`src/rtl/lock_controller_if.sv`:
```
// Keypad, comparator and status signals of the lock controller.
// master: the controller; slave: keypad/comparator/door side.
interface lock_controller_if;
  logic [3:0]  digit;
  logic        digit_valid;
  logic        enter;
  logic        set_req;
  logic        cmp_lock;
  logic [11:0] pass_in;
  logic [11:0] pass_set;
  logic        cmp_enb;
  logic        cmp_rst;
  logic        unlock;
  logic        alarm;
  logic [1:0]  digit_cnt;
  logic [3:0]  fail_cnt;

  modport master (
    input  digit, digit_valid, enter, set_req, cmp_lock,
    output pass_in, pass_set, cmp_enb, cmp_rst, unlock, alarm, digit_cnt, fail_cnt
  );

  modport slave (
    output digit, digit_valid, enter, set_req, cmp_lock,
    input  pass_in, pass_set, cmp_enb, cmp_rst, unlock, alarm, digit_cnt, fail_cnt
  );
endinterface

```
`src/rtl/lock_controller.sv`:
```
// Sequencing FSM for the digital lock: digit entry, compare strobe, unlock window, lockout.
// Define LOCK_PWCHANGE_EN to allow changing the stored password from the UNLOCKED state.
module lock_controller #(
  parameter int unsigned MAX_ATTEMPTS   = 3,
  parameter int unsigned UNLOCK_CYCLES  = 500,
  parameter int unsigned LOCKOUT_CYCLES = 1000,
  parameter logic [11:0] DEFAULT_PASS   = 12'h123
) (
  input logic               clk,
  input logic               rst,
  lock_controller_if.master bus
);

  localparam int unsigned TMR_MAX = (UNLOCK_CYCLES > LOCKOUT_CYCLES) ? UNLOCK_CYCLES : LOCKOUT_CYCLES;
  localparam int unsigned TW      = $clog2(TMR_MAX + 1);
  localparam logic [TW-1:0] UNLOCK_LOAD  = TW'(UNLOCK_CYCLES - 1);
  localparam logic [TW-1:0] LOCKOUT_LOAD = TW'(LOCKOUT_CYCLES - 1);
  localparam logic [TW-1:0] TMR_ZERO     = {TW{1'b0}};
  localparam logic [TW-1:0] TMR_ONE      = TW'(1);
  localparam logic [3:0]    MAX_FAIL     = 4'(MAX_ATTEMPTS);

  typedef enum logic [2:0] {
    IDLE     = 3'd0,
    ENTRY    = 3'd1,
    CHECK    = 3'd2,
    SAMPLE   = 3'd3,
    UNLOCKED = 3'd4,
    LOCKOUT  = 3'd5
`ifdef LOCK_PWCHANGE_EN
    , SET_NEW = 3'd6
`endif
  } state_t;

  state_t        state_r;
  logic [11:0]   pass_in_r;
  logic [11:0]   pass_set_r;
  logic          cmp_enb_r;
  logic          cmp_rst_r;
  logic          unlock_r;
  logic          alarm_r;
  logic [1:0]    digit_cnt_r;
  logic [3:0]    fail_cnt_r;
  logic [TW-1:0] tmr_r;

  logic          digit_ok_s;
  logic [3:0]    fail_next_s;
  logic          fail_lock_s;

  // Digit acceptance and saturating failure count; enter always takes priority over a digit.
  always_comb begin
    digit_ok_s = bus.digit_valid && !bus.enter && (bus.digit <= 4'd9) && (digit_cnt_r < 2'd3);
    if (fail_cnt_r < MAX_FAIL) begin
      fail_next_s = fail_cnt_r + 4'd1;
    end else begin
      fail_next_s = fail_cnt_r;
    end
    fail_lock_s = (fail_next_s == MAX_FAIL);
  end

  // Main sequencing FSM with all outputs registered.
  always_ff @(posedge clk) begin
    if (rst) begin
      state_r     <= IDLE;
      pass_in_r   <= 12'h000;
      pass_set_r  <= DEFAULT_PASS;
      cmp_enb_r   <= 1'b0;
      cmp_rst_r   <= 1'b1;
      unlock_r    <= 1'b0;
      alarm_r     <= 1'b0;
      digit_cnt_r <= 2'd0;
      fail_cnt_r  <= 4'd0;
      tmr_r       <= TMR_ZERO;
    end else begin
      cmp_enb_r <= 1'b0;
      cmp_rst_r <= 1'b0;
      case (state_r)
        IDLE: begin
          if (digit_ok_s) begin
            pass_in_r   <= {pass_in_r[7:0], bus.digit};
            digit_cnt_r <= digit_cnt_r + 2'd1;
            state_r     <= ENTRY;
          end
        end

        ENTRY: begin
          if (bus.enter) begin
            if (digit_cnt_r == 2'd3) begin
              cmp_enb_r <= 1'b1;
              state_r   <= CHECK;
            end else begin
              // Short entry is a failed attempt without consulting the comparator.
              fail_cnt_r  <= fail_next_s;
              pass_in_r   <= 12'h000;
              digit_cnt_r <= 2'd0;
              if (fail_lock_s) begin
                alarm_r <= 1'b1;
                tmr_r   <= LOCKOUT_LOAD;
                state_r <= LOCKOUT;
              end else begin
                state_r <= IDLE;
              end
            end
          end else if (digit_ok_s) begin
            pass_in_r   <= {pass_in_r[7:0], bus.digit};
            digit_cnt_r <= digit_cnt_r + 2'd1;
          end
        end

        CHECK: begin
          state_r <= SAMPLE;
        end

        SAMPLE: begin
          if (bus.cmp_lock) begin
            unlock_r   <= 1'b1;
            fail_cnt_r <= 4'd0;
            tmr_r      <= UNLOCK_LOAD;
            state_r    <= UNLOCKED;
          end else begin
            fail_cnt_r  <= fail_next_s;
            pass_in_r   <= 12'h000;
            digit_cnt_r <= 2'd0;
            if (fail_lock_s) begin
              alarm_r <= 1'b1;
              tmr_r   <= LOCKOUT_LOAD;
              state_r <= LOCKOUT;
            end else begin
              state_r <= IDLE;
            end
          end
        end

        UNLOCKED: begin
`ifdef LOCK_PWCHANGE_EN
          if (bus.set_req) begin
            unlock_r    <= 1'b0;
            pass_in_r   <= 12'h000;
            digit_cnt_r <= 2'd0;
            state_r     <= SET_NEW;
          end else
`endif
          if (tmr_r == TMR_ZERO) begin
            unlock_r    <= 1'b0;
            cmp_rst_r   <= 1'b1;
            pass_in_r   <= 12'h000;
            digit_cnt_r <= 2'd0;
            state_r     <= IDLE;
          end else begin
            tmr_r <= tmr_r - TMR_ONE;
          end
        end

        LOCKOUT: begin
          if (tmr_r == TMR_ZERO) begin
            alarm_r    <= 1'b0;
            fail_cnt_r <= 4'd0;
            cmp_rst_r  <= 1'b1;
            state_r    <= IDLE;
          end else begin
            tmr_r <= tmr_r - TMR_ONE;
          end
        end

`ifdef LOCK_PWCHANGE_EN
        SET_NEW: begin
          if (bus.enter) begin
            // Only a complete three-digit entry replaces the password.
            if (digit_cnt_r == 2'd3) begin
              pass_set_r <= pass_in_r;
            end else begin
              pass_set_r <= pass_set_r;
            end
            cmp_rst_r   <= 1'b1;
            pass_in_r   <= 12'h000;
            digit_cnt_r <= 2'd0;
            state_r     <= IDLE;
          end else if (digit_ok_s) begin
            pass_in_r   <= {pass_in_r[7:0], bus.digit};
            digit_cnt_r <= digit_cnt_r + 2'd1;
          end
        end
`endif

        default: begin
          unlock_r    <= 1'b0;
          alarm_r     <= 1'b0;
          pass_in_r   <= 12'h000;
          digit_cnt_r <= 2'd0;
          state_r     <= IDLE;
        end
      endcase
    end
  end

  assign bus.pass_in   = pass_in_r;
  assign bus.pass_set  = pass_set_r;
  assign bus.cmp_enb   = cmp_enb_r;
  assign bus.cmp_rst   = cmp_rst_r;
  assign bus.unlock    = unlock_r;
  assign bus.alarm     = alarm_r;
  assign bus.digit_cnt = digit_cnt_r;
  assign bus.fail_cnt  = fail_cnt_r;

endmodule

```
`src/flat_wrapper.sv`:
```
// flat-port wrapper written by rule: the top's interface ports become plain ports
module lock_controller_flat 
#(
  parameter int unsigned MAX_ATTEMPTS   = 3,
  parameter int unsigned UNLOCK_CYCLES  = 500,
  parameter int unsigned LOCKOUT_CYCLES = 1000,
  parameter logic [11:0] DEFAULT_PASS   = 12'h123
)
  (clk, rst, bus_digit, bus_digit_valid, bus_enter, bus_set_req, bus_cmp_lock, bus_pass_in, bus_pass_set, bus_cmp_enb, bus_cmp_rst, bus_unlock, bus_alarm, bus_digit_cnt, bus_fail_cnt);
  lock_controller_if bus_i ();
  input logic clk;
  input logic rst;
  input wire logic [$bits(bus_i.digit)-1:0] bus_digit;
  input wire logic [$bits(bus_i.digit_valid)-1:0] bus_digit_valid;
  input wire logic [$bits(bus_i.enter)-1:0] bus_enter;
  input wire logic [$bits(bus_i.set_req)-1:0] bus_set_req;
  input wire logic [$bits(bus_i.cmp_lock)-1:0] bus_cmp_lock;
  output wire logic [$bits(bus_i.pass_in)-1:0] bus_pass_in;
  output wire logic [$bits(bus_i.pass_set)-1:0] bus_pass_set;
  output wire logic [$bits(bus_i.cmp_enb)-1:0] bus_cmp_enb;
  output wire logic [$bits(bus_i.cmp_rst)-1:0] bus_cmp_rst;
  output wire logic [$bits(bus_i.unlock)-1:0] bus_unlock;
  output wire logic [$bits(bus_i.alarm)-1:0] bus_alarm;
  output wire logic [$bits(bus_i.digit_cnt)-1:0] bus_digit_cnt;
  output wire logic [$bits(bus_i.fail_cnt)-1:0] bus_fail_cnt;
  assign bus_i.digit = bus_digit;
  assign bus_i.digit_valid = bus_digit_valid;
  assign bus_i.enter = bus_enter;
  assign bus_i.set_req = bus_set_req;
  assign bus_i.cmp_lock = bus_cmp_lock;
  assign bus_pass_in = bus_i.pass_in;
  assign bus_pass_set = bus_i.pass_set;
  assign bus_cmp_enb = bus_i.cmp_enb;
  assign bus_cmp_rst = bus_i.cmp_rst;
  assign bus_unlock = bus_i.unlock;
  assign bus_alarm = bus_i.alarm;
  assign bus_digit_cnt = bus_i.digit_cnt;
  assign bus_fail_cnt = bus_i.fail_cnt;
  lock_controller #(.MAX_ATTEMPTS(MAX_ATTEMPTS), .UNLOCK_CYCLES(UNLOCK_CYCLES), .LOCKOUT_CYCLES(LOCKOUT_CYCLES), .DEFAULT_PASS(DEFAULT_PASS)) u_core (.clk(clk), .rst(rst), .bus(bus_i));
endmodule
```
`config.mk`:
```
export PLATFORM = sky130hd
export DESIGN_NAME = lock_controller_flat
export DESIGN_NICKNAME = d
export VERILOG_FILES = /design/src/rtl/lock_controller_if.sv /design/src/rtl/lock_controller.sv /design/src/flat_wrapper.sv
export SDC_FILE = /design/constraint.sdc
export NUM_CORES = 1
export LEC_CHECK = 0
export ABC_AREA = 0
export CAP_MARGIN = 30
export CORE_ASPECT_RATIO = 0.9
export CORE_MARGIN = 5
export CORE_UTILIZATION = 30
export CTS_CLUSTER_SIZE = 8
export DETAILED_ROUTE_END_ITERATION = 7
export SETUP_SLACK_MARGIN = 0.05
export SLEW_MARGIN = 10
export SYNTH_ARGS = -nofsm -noshare
export SYNTH_HDL_FRONTEND = slang
export SYNTH_SLANG_ARGS = --single-unit
```
`constraint.sdc`:
```
create_clock -name clk -period 2.8 [get_ports clk]
set_clock_uncertainty 0.15 [all_clocks]
set_input_delay 0.42 -clock clk [delete_from_list [all_inputs] [get_ports clk]]
set_output_delay 0.42 -clock clk [all_outputs]
set_load 0.01 [all_outputs]
```
## Word level (Yosys, flattened, before mapping)

Cells that the tools add are included.

| storage, ports and cells | value |
|---|---|
| register bits | 35 |
| input bits | 10 |
| output and inout bits | 34 |
| word-level logic and storage cells | 98 |

| cells by class | value |
|---|---|
| $lt $le $gt $ge | 3 |
| bitwise operators | 5 |
| equality and inequality tests | 17 |
| add/sub/neg operators | 3 |
| muxes and demuxes | 42 |
| reductions and logical operators | 19 |

Operators with widths:

| operator | number |
|---|---|
| two-way mux 12 bit | 5 |
| one-hot mux 12 bit (5 select lines) | 1 |
| two-way mux 10 bit | 5 |
| one-hot mux 10 bit (3 select lines) | 1 |
| two-way mux 4 bit | 5 |
| two-way mux 3 bit | 6 |
| one-hot mux 3 bit (5 select lines) | 1 |
| one-hot mux 4 bit (3 select lines) | 1 |
| AND reduction 4 bit | 3 |
| logical NOT 10 bit | 1 |
| two-way mux 2 bit | 5 |
| inequality test 2 bit, second input constant | 5 |
| one-hot mux 2 bit (5 select lines) | 1 |
| subtractor 10 x 1 -> 10 bit, second input constant | 1 |
| two-way mux 1 bit | 9 |
| inequality test 2 x 1 -> 1 bit, second input constant | 4 |
| == test 3 x 2 -> 1 bit, second input constant | 2 |
| == test 3 bit, second input constant | 2 |
| AND reduction 3 bit | 2 |
| nonzero test 3 bit | 2 |
| OR reduction 3 bit | 2 |
| inverter 1 bit | 5 |
| AND reduction 5 bit | 1 |
| adder 4 x 1 -> 4 bit, second input constant | 1 |
| other kinds (15) | 18 |

## Longest topological paths before layout

Gate-level depths: netlist (run 1).

| depth | value |
|---|---|
| depth in word-level cells | 7 |
| depth in mapped cells | 8 |
| gate-level depth less buffers | 7 |

## Worst setup path after synthesis (run 1)

Ideal clock, no wire load.

| path | value |
|---|---|
| kind | reg2reg |
| from | register u_core.tmr_r[0] |
| to | register u_core.pass_in_r[0] (netlist: u_core.bus.pass_in[0]) |
| clock period less this slack | 2.153 ns |
| path slack | 0.647 ns |
| required time | 2.535 ns |
| cell stages (with the launch flop) | 9 |
| library setup time | 0.115 ns |
| arrival time | 1.888 ns |
| buffers on the path | 1 |
| cell sequence | dfxtp_1 > inv_1 > ha_1 > nor4b_4 > a31oi_4 > a211oi_4 > buf_8 > mux2i_1 > nor2_2 |

| on the way | value |
|---|---|
| longest elaborated chain between the ends | 3 |

RTL lines:

| what | RTL line | text |
|---|---|---|
| start: declaration | lock_controller.sv:43 | `logic [TW-1:0] tmr_r;` |
| start signal: assignment | lock_controller.sv:149 | `tmr_r <= tmr_r - TMR_ONE;` |
| start signal: assignment | lock_controller.sv:160 | `tmr_r <= tmr_r - TMR_ONE;` |
| logical NOT 10 bit | lock_controller.sv:142 | `if (tmr_r == TMR_ZERO) begin` |
| inequality test 2 x 1 -> 1 bit (no source line) | n/a |  |
| AND reduction 4 bit (no source line) | n/a |  |
| end signal: assignment | lock_controller.sv:79 | `pass_in_r <= {pass_in_r[7:0], bus.digit};` |
| end signal: assignment | lock_controller.sv:104 | `pass_in_r <= {pass_in_r[7:0], bus.digit};` |
| end: declaration | lock_controller.sv:35 | `logic [11:0] pass_in_r;` |

Every way passes these cells.
A chain may end at the register's enable or synchronous reset.

## Worst setup path after layout (run 1)

| path | value |
|---|---|
| from | register u_core.tmr_r[0] |
| to | register u_core.pass_in_r[8] (netlist: u_core.bus.pass_in[8]) |

The elaborated chain is that of the path after synthesis.

==> results of run 1 <==
==> stage by stage <==
step / cells / util / instance area (sq um)
6_report: 359 / 0.379 / 2480
3_5_place_dp: 350 / 0.363 / 2380
4_1_cts: 358 / 0.376 / 2460
3_3_place_gp: 350 / 0.363 / 2380
2_1_floorplan: 245 / - / 2060
5_1_grt: 359 / 0.379 / 2480
==> critical path, cell delays in order (launching register included) <==
cell and delay (ps):
dfxtp_1 340, inv_1 80, ha_1 240, nor4b_4 350
a31oi_4 170, a21o_2 250, o21ai_2 600, nor2_1 110
==> layer usage <==
metal | part of all wire | wire length [microns] | vias to the layer above
li1 | - | - | 895
met1 | 0.49 | 2350 | 809
met2 | 0.41 | 1970 | 58
met3 | 0.088 | 418 | 2
met4 | 0.0052 | 25 | 0
met5 | 0 | 0 | -
==> logic make-up after synthesis <==
logic type,after synthesis,share of synthesized area
other cells,2,0.00371
fa+ha+maj,3,0.0186
flops,35,0.347
mux,14,0.0699
xor+xnor,2,0.00866
buf+inv,33,0.0971
simple gates,87,0.243
compound gates,59,0.212
==> layout by cell type (no fill, tap or decap), types with 2 or more instances in the layout <==
cell / count
dfxtp_1: 35
clkdlybuf4s50_1: 30
nor2_1: 19
nand2_1: 16
o21ai_0: 13
mux2i_1: 13
a21oi_1: 12
conb_1: 12
buf_4: 10
nor2_2: 9
inv_1: 8
nor3_1: 8
nand3_1: 6
nor4_1: 6
a31oi_1: 5
clkbuf_8: 5
nor2b_1: 4
a211oi_1: 3
nand2b_1: 3
nor3b_1: 3
ha_1: 3
and3_1: 2
a311oi_1: 2
o22ai_1: 2
a22o_1: 2
and2_1: 2
o311a_1: 2
clkbuf_1: 2
==> path summary, 6_finish.rpt <==
| path | from | end | slack, ps | depth (start not counted) |
|---|---|---|---|---|
| setup / recovery | u_core.tmr_r[0]$_SDFFE_PP0P_ | u_core.bus.pass_in[8]$_SDFFE_PP0P_ | 370 | 7 |
| hold / removal | u_core.bus.unlock$_SDFFE_PP0P_ | u_core.bus.unlock$_SDFFE_PP0P_ | 310 | 2 |
| setup reg to reg | u_core.tmr_r[0]$_SDFFE_PP0P_ | u_core.bus.pass_in[8]$_SDFFE_PP0P_ | 370 | 7 |
| hold reg to reg | u_core.bus.unlock$_SDFFE_PP0P_ | u_core.bus.unlock$_SDFFE_PP0P_ | 310 | 2 |
==> sequential cells by signal, indices dropped and copies added, names as in the netlist <==
signal	cells
u_core.bus.cmp_enb	1
u_core.bus.unlock	1
u_core.state_r	3
u_core.bus.digit_cnt	2
u_core.bus.cmp_rst	1
u_core.bus.alarm	1
u_core.tmr_r	10
u_core.bus.pass_in	12
u_core.bus.fail_cnt	4
==> layout make-up <==
type                            count  share of cell area
Clock buffer                        7              0.0307
Clock inverter                      1             0.00202
Inverter                            8              0.0121
Multi-Input combinational cell    177               0.468
Sequential cell                    35               0.282
Tap cell                           90              0.0454
Timing Repair Buffer               41               0.159
==> power by group through the flow <==
| stage | combinational (mW) | sequential [mW] | clock, mW |
|---|---|---|---|
| 4_1_cts | 0.208 | 0.535 | 0.370 |
| 2_1_floorplan | 0.161 | 0.539 | 0 |
| 3_5_place_dp | 0.207 | 0.547 | 0 |
| 6_report | 0.208 | 0.535 | 0.354 |
| 3_3_place_gp | 0.206 | 0.546 | 0 |
| 5_1_grt | 0.233 | 0.538 | 0.401 |
==> timing repair <==
item | CTS | global route
hold endpoints to repair | 0 | 0
buffers inserted | 0 | 1
endpoints found under the setup margin | 0 | 12
==> metrics.cfg, run 1 <==
[cts]
clock_path_buffers=2
root_buffer=clkbuf_8
postCtsResizedCells=0
clk_latency_ps=280
cts_hold_buf=0
cts_inserted_buffers=5
cts_tree=yes
cts_sinks=35
htreeDepth=2
clk_pin_slew_ps=70

[logic_synthesis]
synth_top_area_share=0.347
synth_ff_type=dfxtp_1
synth.most_common_cell=dfxtp_1
synth.distinct_cells=60
synth-edff-count=0
netlist_area_sq_mm=0.00202
yosysTopAreaCell=dfxtp_1
synth_commonest_cells=dfxtp_1, nor2_1, nand2_1
syn-mean-instance-area_sq_um=8.60
synth-async-reset-ratio=0
synth-seq-area-share=0.347
netlist_instances=235
synthTopCellsByArea=dfxtp_1, mux2i_1, buf_4, nor2_1, o21ai_0
yosys_register_bits=35
yosysWarnings=0

[drt]
routed_wl_mm=4.76
drt_pass1_iterations=4
viasPerCell=4.91
vias=1764
avgRoutedWirePerCell_microns=13.3
drt_iter0_drc=112
drc=0
postRouteAntennaNets=0

[global_routing]
grt_pass1_vias=1615
grt-ovfl-total=0
use_met2=0.165
grt_usage=0.120
met3_usage=0.0455
grt_first_pass_wirelength_mm=8.03
grt.busiest_layer=met1
antenna_found_initial=0
grt_util_met1=0.176
grt_max_degree=22

[sta]
finalCritPeriodShare=0.867
fmax_ghz=0.412
hold_violations=0
final_max_slew_viol_count=0
rsz0062_at_grt=false
fin_ws_ps=373
worst_pin_slew_ps=762
fin_hold_ws_ps=311
setup-tns-final_ps=0
setup_violations=0
period_needed_ps=2430
maxSlewHeadroom=0.492

[finish]
multi_input_area_sq_mm=0.00116
nets=281
diodes=0
drive_above_1_share=0.138
ff_latch_area_sq_um=701
nFillCells=673
area_growth_pct=22.8

[floorplan]
initial_core_util=0.309
coreArea_sq_mm=0.00655
num_io_pins=44
die_area_sq_mm=0.00848
num_rows=28
die_y_microns=87.9
die_w_microns=96.5

[run]
drv_cap=0

[power]
p_sw_uw=316
pwr-share-clk=0.323
intPower_uw=781
power.density_mw_per_mm2=442
seqPwrFrac=0.488
sw_frac_of_total=0.288
p_leak_nw=0.934
ir_drop_uv=233
report.power.total_mw=1.10
p_comb_frac=0.190

[critical_path]
critPathArrivalTime_ps=2410
cp-start-kind=register
path_class=register to register
cp_max_fo=14
crit_required_ps=2790
critPathCaptureType=register

[hold_path]
hp-class=register to register

[placement]
io_buffers=30
place.gp.congestion=0.838
hpwl_mm=3.49
pre_cts_slack_ps=147

[status]
status=complete, no violations

Note: power is estimated with default switching activity, not from simulation.
==> inputs of run 2 (changes only) <==
--- a/config.mk
+++ b/config.mk
@@ -8,7 +8,6 @@
 export ABC_AREA = 0
 export CAP_MARGIN = 30
 export CORE_ASPECT_RATIO = 0.9
-export CORE_MARGIN = 5
 export CORE_UTILIZATION = 30
 export CTS_CLUSTER_SIZE = 8
 export DETAILED_ROUTE_END_ITERATION = 7
==> run 2 against run 1 <==
Worst setup slack worse by 19 ps. Clock-buffer cell count down 1. Combinational power up 5%. Cell area up 0.55%. Non-clock buffer count up 1. Die area down 17%. Critical endpoint unchanged. Largest cell class unchanged.
==> metrics.cfg, run 2 (synthesized netlist as in run 1, its figures left out) <==
[hold_path]
hp-class=register to register  ; unchanged
min_to=u_core.bus.unlock$_SDFFE_PP0P_  ; unchanged
min_path_cells=2  ; unchanged
worstHoldStart=u_core.bus.unlock$_SDFFE_PP0P_  ; unchanged

[finish]
layout.cells.non_filler=359  ; unchanged
largest_reg_flops=12  ; unchanged
drive_above_1_share=0.145  ; was 0.138
nets=282  ; was 281
final_cell_mix=dfxtp_1, clkdlybuf4s50_1, nor2_1, nand2_1  ; unchanged
area_growth_pct=23.5  ; was 22.8%
final_common_cell=dfxtp_1  ; unchanged
nFillCells=674  ; was 673
diodes=0  ; unchanged

[floorplan]
num_rows=28  ; unchanged
coreArea_sq_mm=0.00655  ; unchanged
initial_core_util=0.309  ; unchanged
die_y_microns=79.9  ; was 87.9 microns
die_w_microns=88.5  ; was 96.5 microns
die_area_sq_mm=0.00707  ; was 0.00848 sq mm
num_io_pins=44  ; unchanged

[cts]
root_buffer=clkbuf_8  ; unchanged
cts_inserted_buffers=5  ; unchanged
cts_setup_buffers=0  ; unchanged
clk_latency_ps=290  ; was 280 ps
cts_hold_buf=0  ; unchanged
postCtsResizedCells=0  ; unchanged
cts_sinks=35  ; unchanged
clk_pin_slew_ps=80  ; was 70 ps
clock_path_buffers=2  ; unchanged
htreeDepth=2  ; unchanged
cts_tree=yes  ; unchanged

[drt]
viasPerCell=5.03  ; was 4.91
postRouteAntennaNets=0  ; unchanged
routed_wl_mm=4.78  ; was 4.76 mm
drc=0  ; unchanged
drt_pass1_iterations=4  ; unchanged
vias=1805  ; was 1764
drt_iter0_drc=111  ; was 112
avgRoutedWirePerCell_microns=13.3  ; about the same

[sta]
period_needed_ps=2450  ; was 2430 ps
maxSlewHeadroom=0.475  ; was 0.492
rsz0062_at_grt=false  ; unchanged
setup-tns-final_ps=0  ; unchanged
final_max_slew_viol_count=0  ; unchanged
fmax_ghz=0.409  ; was 0.412 GHz
hold_violations=0  ; unchanged
setup_violations=0  ; unchanged
worst_pin_slew_ps=787  ; was 762 ps
finalCritPeriodShare=0.873  ; was 0.867

[placement]
place.gp.congestion=0.794  ; was 0.838
io_buffers=30  ; unchanged
hpwl_mm=3.43  ; was 3.49 mm
placed_cells_incl_taps=351  ; was 350

[power]
p_leak_nw=0.944  ; was 0.934 nW
power.density_mw_per_mm2=454  ; was 442 mW/mm^2
p_comb_frac=0.193  ; was 0.190
sw_frac_of_total=0.291  ; was 0.288
seqPwrFrac=0.469  ; was 0.488
intPower_uw=803  ; was 781 uW
ir_drop_uv=161  ; was 233 uV
pwr-share-clk=0.338  ; was 0.323
p_sw_uw=330  ; was 316 uW
report.power.total_mw=1.13  ; was 1.10 mW

[critical_path]
reg2reg_slack_ps=350  ; was 370 ps
cp-start-kind=register  ; unchanged
rr_endpoint=u_core.bus.pass_in[8]$_SDFFE_PP0P_  ; unchanged
crit_required_ps=2800  ; was 2790 ps
critPathLaunch=u_core.tmr_r[0]$_SDFFE_PP0P_  ; unchanged
critPathArrivalTime_ps=2440  ; was 2410 ps
cp_max_fo=14  ; unchanged
reg2reg_depth=7  ; unchanged
reg2reg_from=u_core.tmr_r[0]$_SDFFE_PP0P_  ; unchanged
critPathCaptureType=register  ; unchanged
path_class=register to register  ; unchanged

[global_routing]
grt_max_degree=17  ; was 22
grt_usage=0.145  ; was 0.120
antenna_found_initial=0  ; unchanged
grt_first_pass_wirelength_mm=7.87  ; was 8.03 mm
grt-ovfl-total=0  ; unchanged
grt_pass1_vias=1548  ; was 1615

[status]
status=complete, no violations  ; unchanged

[run]
drv_cap=0  ; unchanged

run 2: cell count changes in the layout (fill, tap and decap cells not counted):
cell / before / now
clkbuf_1: 2 / 0
buf_4: 10 / 11
clkbuf_8: 5 / 6
run 2: how the worst max path moves through the flow:
stage | endpoint | cells after the start
final | u_core.bus.pass_in[8]$_SDFFE_PP0P_ | 7
after detailed placement | u_core.bus.digit_cnt[1]$_SDFFE_PP0P_ | 6
after floorplan | u_core.bus.pass_in[0]$_SDFFE_PP0P_ | 8
after global placement | u_core.bus.digit_cnt[1]$_SDFFE_PP0P_ | 6
after global routing | u_core.bus.pass_in[8]$_SDFFE_PP0P_ | 7
after CTS | u_core.bus.pass_in[1]$_SDFFE_PP0P_ | 7
run 2: area by class of cell:
cell class,count,area [sq um],area share
tap,90,113,0.0451
clock buffer,6,82.6,0.0331
inverter,8,30.0,0.0120
sequential,35,701,0.281
timing repair buffer,42,403,0.161
clock inverter,1,5.00,0.00201
multi-input combinational,177,1160,0.466
run 2: metrics by stage:
stage / setup slack [ps] / hold WS, ps / utilization / area [sq um]
2_1_floorplan: 647 / 309 / - / 2060
3_3_place_gp: 156 / 299 / 0.365 / 2390
3_5_place_dp: 113 / 297 / 0.365 / 2390
4_1_cts: 162 / 307 / 0.378 / 2480
5_1_grt: 140 / 321 / 0.381 / 2500
6_report: 355 / 304 / 0.381 / 2500
run 2: critical path, stage by stage (launching register included):
cell and delay, ps:
dfxtp_1 340, inv_1 80, ha_1 230, nor4b_4 340, a31oi_4 170, a21o_2 250, o21ai_2 610, nor2_1 130
run 2: power by group through the flow:
| stage | sequential [mW] | clock (mW) | combinational, mW |
|---|---|---|---|
| after detailed placement | 0.542 | 0 | 0.216 |
| final | 0.531 | 0.382 | 0.219 |
| after global placement | 0.542 | 0 | 0.214 |
| after CTS | 0.531 | 0.396 | 0.217 |
| after global routing | 0.533 | 0.414 | 0.242 |
| after floorplan | 0.539 | 0 | 0.161 |
run 2: routing by layer:
metal / wire length (microns) / vias to the layer above / part of all wire / track usage
met4: 32 / 0 / 0.0067 / 0.0452
met3: 283 / 4 / 0.059 / 0.0424
met2: 2020 / 50 / 0.42 / 0.199
li1: - / 898 / - / -
met5: 0 / - / 0 / 0
met1: 2440 / 853 / 0.51 / 0.213
==> inputs of run 3 (changes only) <==
--- a/config.mk
+++ b/config.mk
@@ -6,11 +6,14 @@
 export NUM_CORES = 1
 export LEC_CHECK = 0
 export ABC_AREA = 0
+export ABC_CLOCK_PERIOD_IN_PS = 2800
 export CAP_MARGIN = 30
 export CORE_ASPECT_RATIO = 0.9
 export CORE_UTILIZATION = 30
 export CTS_CLUSTER_SIZE = 8
 export DETAILED_ROUTE_END_ITERATION = 7
+export GPL_TIMING_DRIVEN = 0
+export REMOVE_ABC_BUFFERS = 1
 export SETUP_SLACK_MARGIN = 0.05
 export SLEW_MARGIN = 10
 export SYNTH_ARGS = -nofsm -noshare
==> run 3 against run 2 <==
Sequential power up 0.9%. Global-route usage down 0.65 points. Via count down 1.2%. Worst hold slack better by 15 ps. Register-to-register slack worse by 70 ps. First-iteration DRC count down 4.5%. Critical endpoint unchanged. Cell count down 2.8%. Critical path depth down 2. Die area unchanged. Total power down 0.95%. Maximum frequency down 2.7%. Wire length down 3.6%.
==> metrics.cfg, run 3 (synthesized netlist as in run 1, its figures left out) <==
[status]
status=complete, no violations  ; unchanged

[finish]
ff_latch_area_sq_um=701  ; unchanged
drive_above_1_share=0.120  ; was 0.145
nets=271  ; was 282
final_common_cell=dfxtp_1  ; unchanged
final_area_sq_mm=0.00243  ; was 0.00250 sq mm
diodes=0  ; unchanged
multi_input_area_sq_mm=0.00118  ; was 0.00116 sq mm
nFillCells=672  ; was 674
area_growth_pct=20.3  ; was 23.5%
largest_reg_flops=12  ; unchanged
final_cell_mix=dfxtp_1, clkdlybuf4s50_1, nor2_1, nand2_1  ; unchanged

[power]
power.density_mw_per_mm2=461  ; was 454 mW/mm^2
ir_drop_uv=212  ; was 161 uV
report.power.total_mw=1.12  ; was 1.13 mW
p_leak_nw=0.884  ; was 0.944 nW

[sta]
maxSlewHeadroom=0.501  ; was 0.475
hold_violations=0  ; unchanged
period_needed_ps=2510  ; was 2450 ps
finalCritPeriodShare=0.898  ; was 0.873
final_max_slew_viol_count=0  ; unchanged
setup_violations=0  ; unchanged
setup-tns-final_ps=0  ; unchanged
fmax_ghz=0.398  ; was 0.409 GHz
fin_ws_ps=286  ; was 355 ps
worst_pin_slew_ps=744  ; was 787 ps
fin_hold_ws_ps=320  ; was 304 ps
rsz0062_at_grt=false  ; unchanged

[global_routing]
grt_pass1_vias=1548  ; unchanged
grt-ovfl-total=0  ; unchanged
grt_first_pass_wirelength_mm=7.60  ; was 7.87 mm
antenna_found_initial=0  ; unchanged
grt_usage=0.138  ; was 0.145
grt_max_degree=23  ; was 17

[floorplan]
die_w_microns=88.5  ; unchanged
num_rows=28  ; unchanged
num_io_pins=44  ; unchanged
initial_core_util=0.309  ; unchanged
coreArea_sq_mm=0.00655  ; unchanged
die_area_sq_mm=0.00707  ; unchanged
die_y_microns=79.9  ; unchanged

[critical_path]
cp-start-kind=register  ; unchanged
reg2reg_slack_ps=290  ; was 350 ps
cp_cell_sequence=nand2b_1, a31oi_4, a21o_2, o21ai_4, nor2_1  ; was inv_1, ha_1, nor4b_4, a31oi_4, a21o_2, o21ai_2, nor2_1
reg2reg_from=u_core.state_r[1]$_SDFFE_PP0P_  ; was u_core.tmr_r[0]$_SDFFE_PP0P_
path_class=register to register  ; unchanged
critPathArrivalTime_ps=2530  ; was 2440 ps
cp_max_fo=22  ; was 14
crit_required_ps=2820  ; was 2800 ps
rr_endpoint=u_core.bus.pass_in[8]$_SDFFE_PP0P_  ; unchanged
path_buf_inv=0  ; was 1
cp-endpoint=u_core.bus.pass_in[8]$_SDFFE_PP0P_  ; unchanged
critPathTopFamily=compound AO/OA/AOI/OAI gates  ; unchanged
reg2reg_depth=5  ; was 7
cp.depth=5  ; was 7
cp_slowest_cell=dfxtp_1  ; was o21ai_2
slowest_delay_ps=770  ; was 610 ps
critPathCaptureType=register  ; unchanged
critPathLaunch=u_core.state_r[1]$_SDFFE_PP0P_  ; was u_core.tmr_r[0]$_SDFFE_PP0P_

[hold_path]
hp-class=register to register  ; unchanged
worstHoldStart=u_core.bus.unlock$_SDFFE_PP0P_  ; unchanged

[cts]
cts_hold_buf=0  ; unchanged
cts_tree=yes  ; unchanged
cts_inserted_buffers=5  ; unchanged
root_buffer=clkbuf_8  ; unchanged
cts_sinks=35  ; unchanged
clk_pin_slew_ps=80  ; about the same
clk_latency_ps=290  ; about the same
clock_path_buffers=2  ; unchanged
htreeDepth=2  ; unchanged

[placement]
io_buffers=30  ; unchanged
pre_cts_slack_ps=-195  ; was 113 ps
place.gp.congestion=0.783  ; was 0.794
hpwl_mm=3.18  ; was 3.43 mm
place_area_sq_mm=0.00231  ; was 0.00239 sq mm

[drt]
postRouteAntennaNets=0  ; unchanged
vias=1783  ; was 1805
routed_wl_mm=4.61  ; was 4.78 mm
drt_iter0_drc=106  ; was 111
drc=0  ; unchanged
avgRoutedWirePerCell_microns=13.2  ; was 13.3 microns
drt_pass1_iterations=4  ; unchanged
viasPerCell=5.11  ; was 5.03

[run]
drv_cap=0  ; unchanged

## run 3: cell types whose count changed in the layout (fill, tap and decap cells not counted)
cell and change:
o21ai_4 +1, clkbuf_8 -1, clkinvlp_4 +2, clkinv_2 -1, a21boi_2 +1, a21boi_0 -1, buf_4 -11, o21ai_2 -1
inv_6 +1, nor2b_2 +1, nor2b_1 -1
## run 3: repair_timing
action	in CTS	in global routing
pin swaps	1	0
endpoints found under the setup margin	14	21
hold endpoints to repair	0	0
buffers inserted	1	0
gates resized for setup	1	2
## run 3: worst register-to-register path, stage by stage, from the launching register on
cell and delay [ps]:
dfxtp_1 770, nand2b_1 500, a31oi_4 140, a21o_2 290, o21ai_4 440, nor2_1 100
## run 3: routing by layer
| layer | GRT usage | wire length (microns) |
|---|---|---|
| met1 | 0.186 | 2190 |
| met2 | 0.216 | 2130 |
| met3 | 0.0269 | 225 |
| met4 | 0.0532 | 63 |
| met5 | 0 | 0 |
## run 3: worst min path at each step
| stage | endpoint | slack (ps) | cells past startpoint |
|---|---|---|---|
| 4_1_cts | u_core.bus.unlock$_SDFFE_PP0P_ | 320 | 2 |
| 5_1_grt | u_core.bus.unlock$_SDFFE_PP0P_ | 340 | 2 |
| 3_5_place_dp | u_core.bus.unlock$_SDFFE_PP0P_ | 310 | 2 |
| 2_1_floorplan | u_core.tmr_r[0]$_SDFFE_PP0P_ | 300 | 2 |
| 3_3_place_gp | u_core.bus.unlock$_SDFFE_PP0P_ | 310 | 2 |
| 6_report | u_core.bus.unlock$_SDFFE_PP0P_ | 320 | 2 |
## run 3: through the flow
step | util | std cells
after floorplan | - | 220
after global placement | 0.352 | 340
after detailed placement | 0.352 | 340
after CTS | 0.370 | 349
after global routing | 0.371 | 349
final | 0.371 | 349
## run 3: final cells by class
class | instances | area share
inverters | 8 | 0.0123
flip-flops and latches | 35 | 0.288
well taps | 90 | 0.0463
clock inverters | 3 | 0.00977
clock buffers | 5 | 0.0283
multi-input cells | 177 | 0.484
repair buffers | 31 | 0.132
## run 3: report_power, final
part | leakage, nW | switching (mW) | total, mW | internal [mW]
registers | 0.283 | 0.0241 | 0.536 | 0.512
clock network | 0.0408 | 0.204 | 0.382 | 0.178
logic | 0.560 | 0.116 | 0.204 | 0.0884
==> RTL change 1 (flow settings as in run 3) <==
`UNLOCK_CYCLES` is set to 500 in 2 places; all go to 1000.
--- a/src/rtl/lock_controller.sv
+++ b/src/rtl/lock_controller.sv
@@ -2,7 +2,7 @@
 // Define LOCK_PWCHANGE_EN to allow changing the stored password from the UNLOCKED state.
 module lock_controller #(
   parameter int unsigned MAX_ATTEMPTS   = 3,
-  parameter int unsigned UNLOCK_CYCLES  = 500,
+  parameter int unsigned UNLOCK_CYCLES  = 1000,
   parameter int unsigned LOCKOUT_CYCLES = 1000,
   parameter logic [11:0] DEFAULT_PASS   = 12'h123
 ) (
--- a/src/flat_wrapper.sv
+++ b/src/flat_wrapper.sv
@@ -2,7 +2,7 @@
 module lock_controller_flat 
 #(
   parameter int unsigned MAX_ATTEMPTS   = 3,
-  parameter int unsigned UNLOCK_CYCLES  = 500,
+  parameter int unsigned UNLOCK_CYCLES  = 1000,
   parameter int unsigned LOCKOUT_CYCLES = 1000,
   parameter logic [11:0] DEFAULT_PASS   = 12'h123
 )
Formal check against the unedited RTL: no difference found for any inputs over 10 cycles, from zero or initial values and one cycle with rst high; that may be too few to reach the edited logic, so the function may still have changed.
==> RTL change 1 against run 3 <==
Combinational power is 35% lower. Setup slack worse by 0.077 ns. Sequential power is 2% lower. Routed wire length fell by 16%. Area after synthesis is 11% lower. Design area shrank 7.7%. Power fell by 1.7%. Global-route usage is 0.67 points lower. Sequential cell count is the same. Hold slack gained 0.030 ns. Via count shrank 15%. Largest power group unchanged.
==> RTL change 1: results (changes against run 3) <==
Power and ir drop
The static leakage power is 0.846 nW (-4.4%). The switching power summed over all nets came to 270 uW (-21%). The combinational logic power came to 133 uW (-35%).

The total sequential power is 523 uW (-2%).

Route
The aggregate routed wire length is 3.87 mm (-16%). The violation count after the first detailed-routing iteration is 118 (+11%). The total length of routed met2 wires was 1.63 mm (-24%). The wire length the detailed router placed on met1 is 2.07 mm (-5.6%).

Placement
The routability congestion estimate from global placement came to 0.844 (+7.8%). The number of placed instances with taps included is 296 (-13%).

Logic synthesis
By area the synthesized netlist is led by sky130_fd_sc_hd__dfxtp_1 39%, sky130_fd_sc_hd__mux2i_1 6.7%, sky130_fd_sc_hd__buf_4 5.0%, sky130_fd_sc_hd__a21oi_1 3.9%, sky130_fd_sc_hd__o21ai_0 3.9%. The portion of the post-synthesis area used by sequential elements is 38.8% (+4.2 points). The post-synthesis share of cell area spent on full adders, half adders and majority gates is 2.08% (+0.22 points). The area fraction in compound gates after synthesis is 21.9% (+0.67 points). The xor and xnor fraction of the mapped netlist area was 0.970% (+0.10 points). Counting instances in the post-synthesis netlist gives the leading cell types as 35 x sky130_fd_sc_hd__dfxtp_1, 15 x sky130_fd_sc_hd__nor2_1, 14 x sky130_fd_sc_hd__a21oi_1, 14 x sky130_fd_sc_hd__o21ai_0. The mux cell area share after synthesis came to 7.28% (+0.28 points).

Global routing
The combined global-route utilization of all metal layers is 13.2% (-0.67 points). The met2 track utilization from global routing came to 20.1% (-1.5 points). The via count of the first global-routing pass is 1372 (-11%). The routing usage on met3 is 3.47% (+0.78 points).

The first-pass GRT wire length was 6.66 mm (-12%). The pin count of the biggest net entering global routing was 15 (-35%).

Final layout
The number of nets in the final layout came to 247 (-8.9%).

Timing
The relative max-transition margin is 62.3% (+12 points). The final-layout worst hold slack is 0.350 ns (+0.0298 ns).

Run status
The run finished with clean final reports.

Min path
For hold timing, the worst endpoint is u_core.bus.pass_in[8]$_SDFFE_PP0P_.

Setup path
The largest fanout of any net on the critical path is 14 (-36%). The critical path data arrival time came to 2.59 ns (+0.06 ns). The most critical setup path has its startpoint at u_core.tmr_r[0]$_SDFFE_PP0P_.
==> RTL change 1: cell types whose count changed in the layout (fill, tap and decap cells not counted), sizes merged, moves of 3 or more <==
| cell | delta |
|---|---|
| or3 | +3 |
| nor4 | -6 |
| nor3 | -6 |
| nand2 | -4 |
| o31ai | +3 |
| a211o | +3 |
| a31oi | -5 |
| nor2 | -4 |
| nand3 | -3 |
==> RTL change 1: area by class of cell <==
type / count / area [um^2]
multi-input combinational: 153 / 995
tap: 70 / 87.6
inverter: 8 / 30.0
fill: 582 / 3480
clock inverter: 3 / 43.8
clock buffer: 5 / 68.8
timing repair buffer: 31 / 320
sequential: 35 / 701
==> RTL change 1: metrics by stage <==
step / util, % / power [mW]
floorplan: - / 0.614
global placement: 36.8 / 0.662
detailed placement: 36.8 / 0.662
CTS: 39.2 / 1.12
global route: 39.2 / 1.16
finish: 39.2 / 1.10
==> RTL change 2 (flow settings as in run 3) <==
Without the edit above. Re-encode `state_t` (6 states) as Gray code, 3 bits wide.
--- a/src/rtl/lock_controller.sv
+++ b/src/rtl/lock_controller.sv
@@ -20,12 +20,12 @@
   localparam logic [3:0]    MAX_FAIL     = 4'(MAX_ATTEMPTS);
 
   typedef enum logic [2:0] {
-    IDLE     = 3'd0,
-    ENTRY    = 3'd1,
-    CHECK    = 3'd2,
-    SAMPLE   = 3'd3,
-    UNLOCKED = 3'd4,
-    LOCKOUT  = 3'd5
+    IDLE     = 3'b000,
+    ENTRY    = 3'b001,
+    CHECK    = 3'b011,
+    SAMPLE   = 3'b010,
+    UNLOCKED = 3'b110,
+    LOCKOUT  = 3'b111
 `ifdef LOCK_PWCHANGE_EN
     , SET_NEW = 3'd6
 `endif
Behaviour: no difference found for any inputs over 10 cycles, from zero or initial values and one cycle with rst high; not proved beyond that.
==> RTL change 2 against run 3 <==
Critical path type unchanged. Count of clock-buffer cells in the layout grew 1. Routed wire length shrank 5.3%. Power fell by 0.76%. Area after synthesis fell by 1.9%. Largest cell class unchanged. Synthesized cell count fell by 3.8%. Sequential cell count unchanged. Setup slack worse by 0.011 ns. Design area shrank 2.3%.
==> RTL change 2: results (changes against run 3) <==
Timing
The setup slack after layout is 0.275 ns (-0.0107 ns). The final-layout worst hold slack was 0.328 ns (+0.00835 ns). The relative max-transition margin is 45.0% (-5.1 points).

Setup path
The largest fanout of any net on the critical path is 14 (-36%). The maximum single-stage delay on the critical path is 0.74 ns (-0.03 ns). The cell with the biggest individual delay on the critical path is sky130_fd_sc_hd__nor3_4. In this run the critical register-to-register path is launched from u_core.tmr_r[6]$_SDFFE_PP0P_. The end of the critical path is u_core.bus.digit_cnt[1]$_SDFFE_PP0P_.

Global routing
The first-pass GRT wire length came to 7.60 mm (unchanged). The combined global-route utilization of all metal layers is 14.0% (+0.14 points). The met2 track utilization from global routing is 19.6% (-2.0 points). The routing usage on met3 came to 3.74% (+1.1 points).

The via count of the first global-routing pass is 1560 (+0.78%). The met1 capacity usage during global routing was 20.6% (+2.0 points). The pin count of the biggest net entering global routing is 26 (+13%).

Placement
The number of placed instances with taps included came to 331 (-2.6%). The worst setup slack after placement is 0.0798 ns (+0.275 ns). The routability congestion estimate from global placement was 0.754 (-3.7%). The count of input and output buffers came to 30 (unchanged). The detailed placement HPWL was 3.13 mm (-1.7%). The post-placement cell area is 2270 um^2 (-1.4%).

Route
The aggregate routed wire length is 4.37 mm (-5.3%). The wire length the detailed router placed on met1 is 2.28 mm (+3.9%). The detailed-route via count is 1696 (-4.9%). The detail-routed net length per standard cell is 12.9 um (-2.2%). The met3 wirelength from detailed routing came to 135 um (-40%).

The violation count after the first detailed-routing iteration is 107 (+0.94%). The total length of routed met2 wires is 1.90 mm (-11%).

Final layout
The number of fill cells is 662 (-1.5%). The number of nets in the final layout is 264 (-2.6%). The proportion of layout cells with a drive suffix above 1 came to 7.57% (-4.4 points). Relative to the synthesized area, the layout overhead comes to 19.7%.

Clock tree
The total setup buffers inserted after CTS was 0 (-1). Clock-pin slew was measured on the worst setup and hold paths at 0.07 ns. The count of instances resized after the clock tree is built is 0 (-1).

Logic synthesis
The count of different cell masters after synthesis came to 58 (-3.3%). The synthesized area per cell came to 8.78 um^2 (+2.1%). The portion of the post-synthesis area used by sequential elements is 35.3% (+0.66 points). Yosys attributes the largest share of cell area to sky130_fd_sc_hd__dfxtp_1 35%, sky130_fd_sc_hd__mux2i_1 6.6%, sky130_fd_sc_hd__nor2_1 4.7%, sky130_fd_sc_hd__buf_4 4.5%, sky130_fd_sc_hd__o21ai_0 3.8%. Sorting the synthesized cells by how often they occur yields 35 x sky130_fd_sc_hd__dfxtp_1, 25 x sky130_fd_sc_hd__nor2_1, 15 x sky130_fd_sc_hd__o21ai_0, 14 x sky130_fd_sc_hd__nand2_1, 13 x sky130_fd_sc_hd__mux2i_1. The total of warnings raised by yosys came to 0 (unchanged).

Run status
The run finished with clean final reports.

Power and ir drop
The post-layout total power is 1.11 mW (-0.76%). The part of the total power dissipated in sequential elements came to 47.4% (-0.4 points). The combinational logic power was 154 uW (-25%). The largest voltage drop on the vdd net is 0.184 mV (-13%). The switching power summed over all nets came to 275 uW (-20%). The static leakage power is 0.849 nW (-4.1%).

Min path
In this run the worst hold path is classified as flip-flop to flip-flop.
RTL change 2: kinds of logic (layout without fill, tap and decap cells):
| logic type | Yosys count | in the layout | share of synthesized area, % |
|---|---|---|---|
| buffers and inverters | 30 | 45 | 9.46 |
| adder cells (fa/ha/maj) | 3 | 3 | 1.89 |
| multiplexers | 13 | 13 | 6.56 |
| other | 2 | 12 | 0.378 |
| flip-flops | 35 | 35 | 35.3 |
| XOR/XNOR | 2 | 2 | 0.883 |
| AO/OA/AOI/OAI | 57 | 57 | 21.6 |
| AND/OR/NAND/NOR | 84 | 84 | 24.0 |
RTL change 2: critical path: cells and delay by family (launching register included):
kind            cells  cell delay (ns)
flops               1             0.38
compound gates      1             0.21
mux                 1             0.29
simple gates        3             1.36
RTL change 2: final cells by class:
class	instances	share of cell area [%]
repair buffers	30	12.6
multi-input cells	171	47.7
clock inverters	1	1.26
flip-flops and latches	35	29.5
well taps	87	4.58
inverters	8	1.26
clock buffers	6	3.05
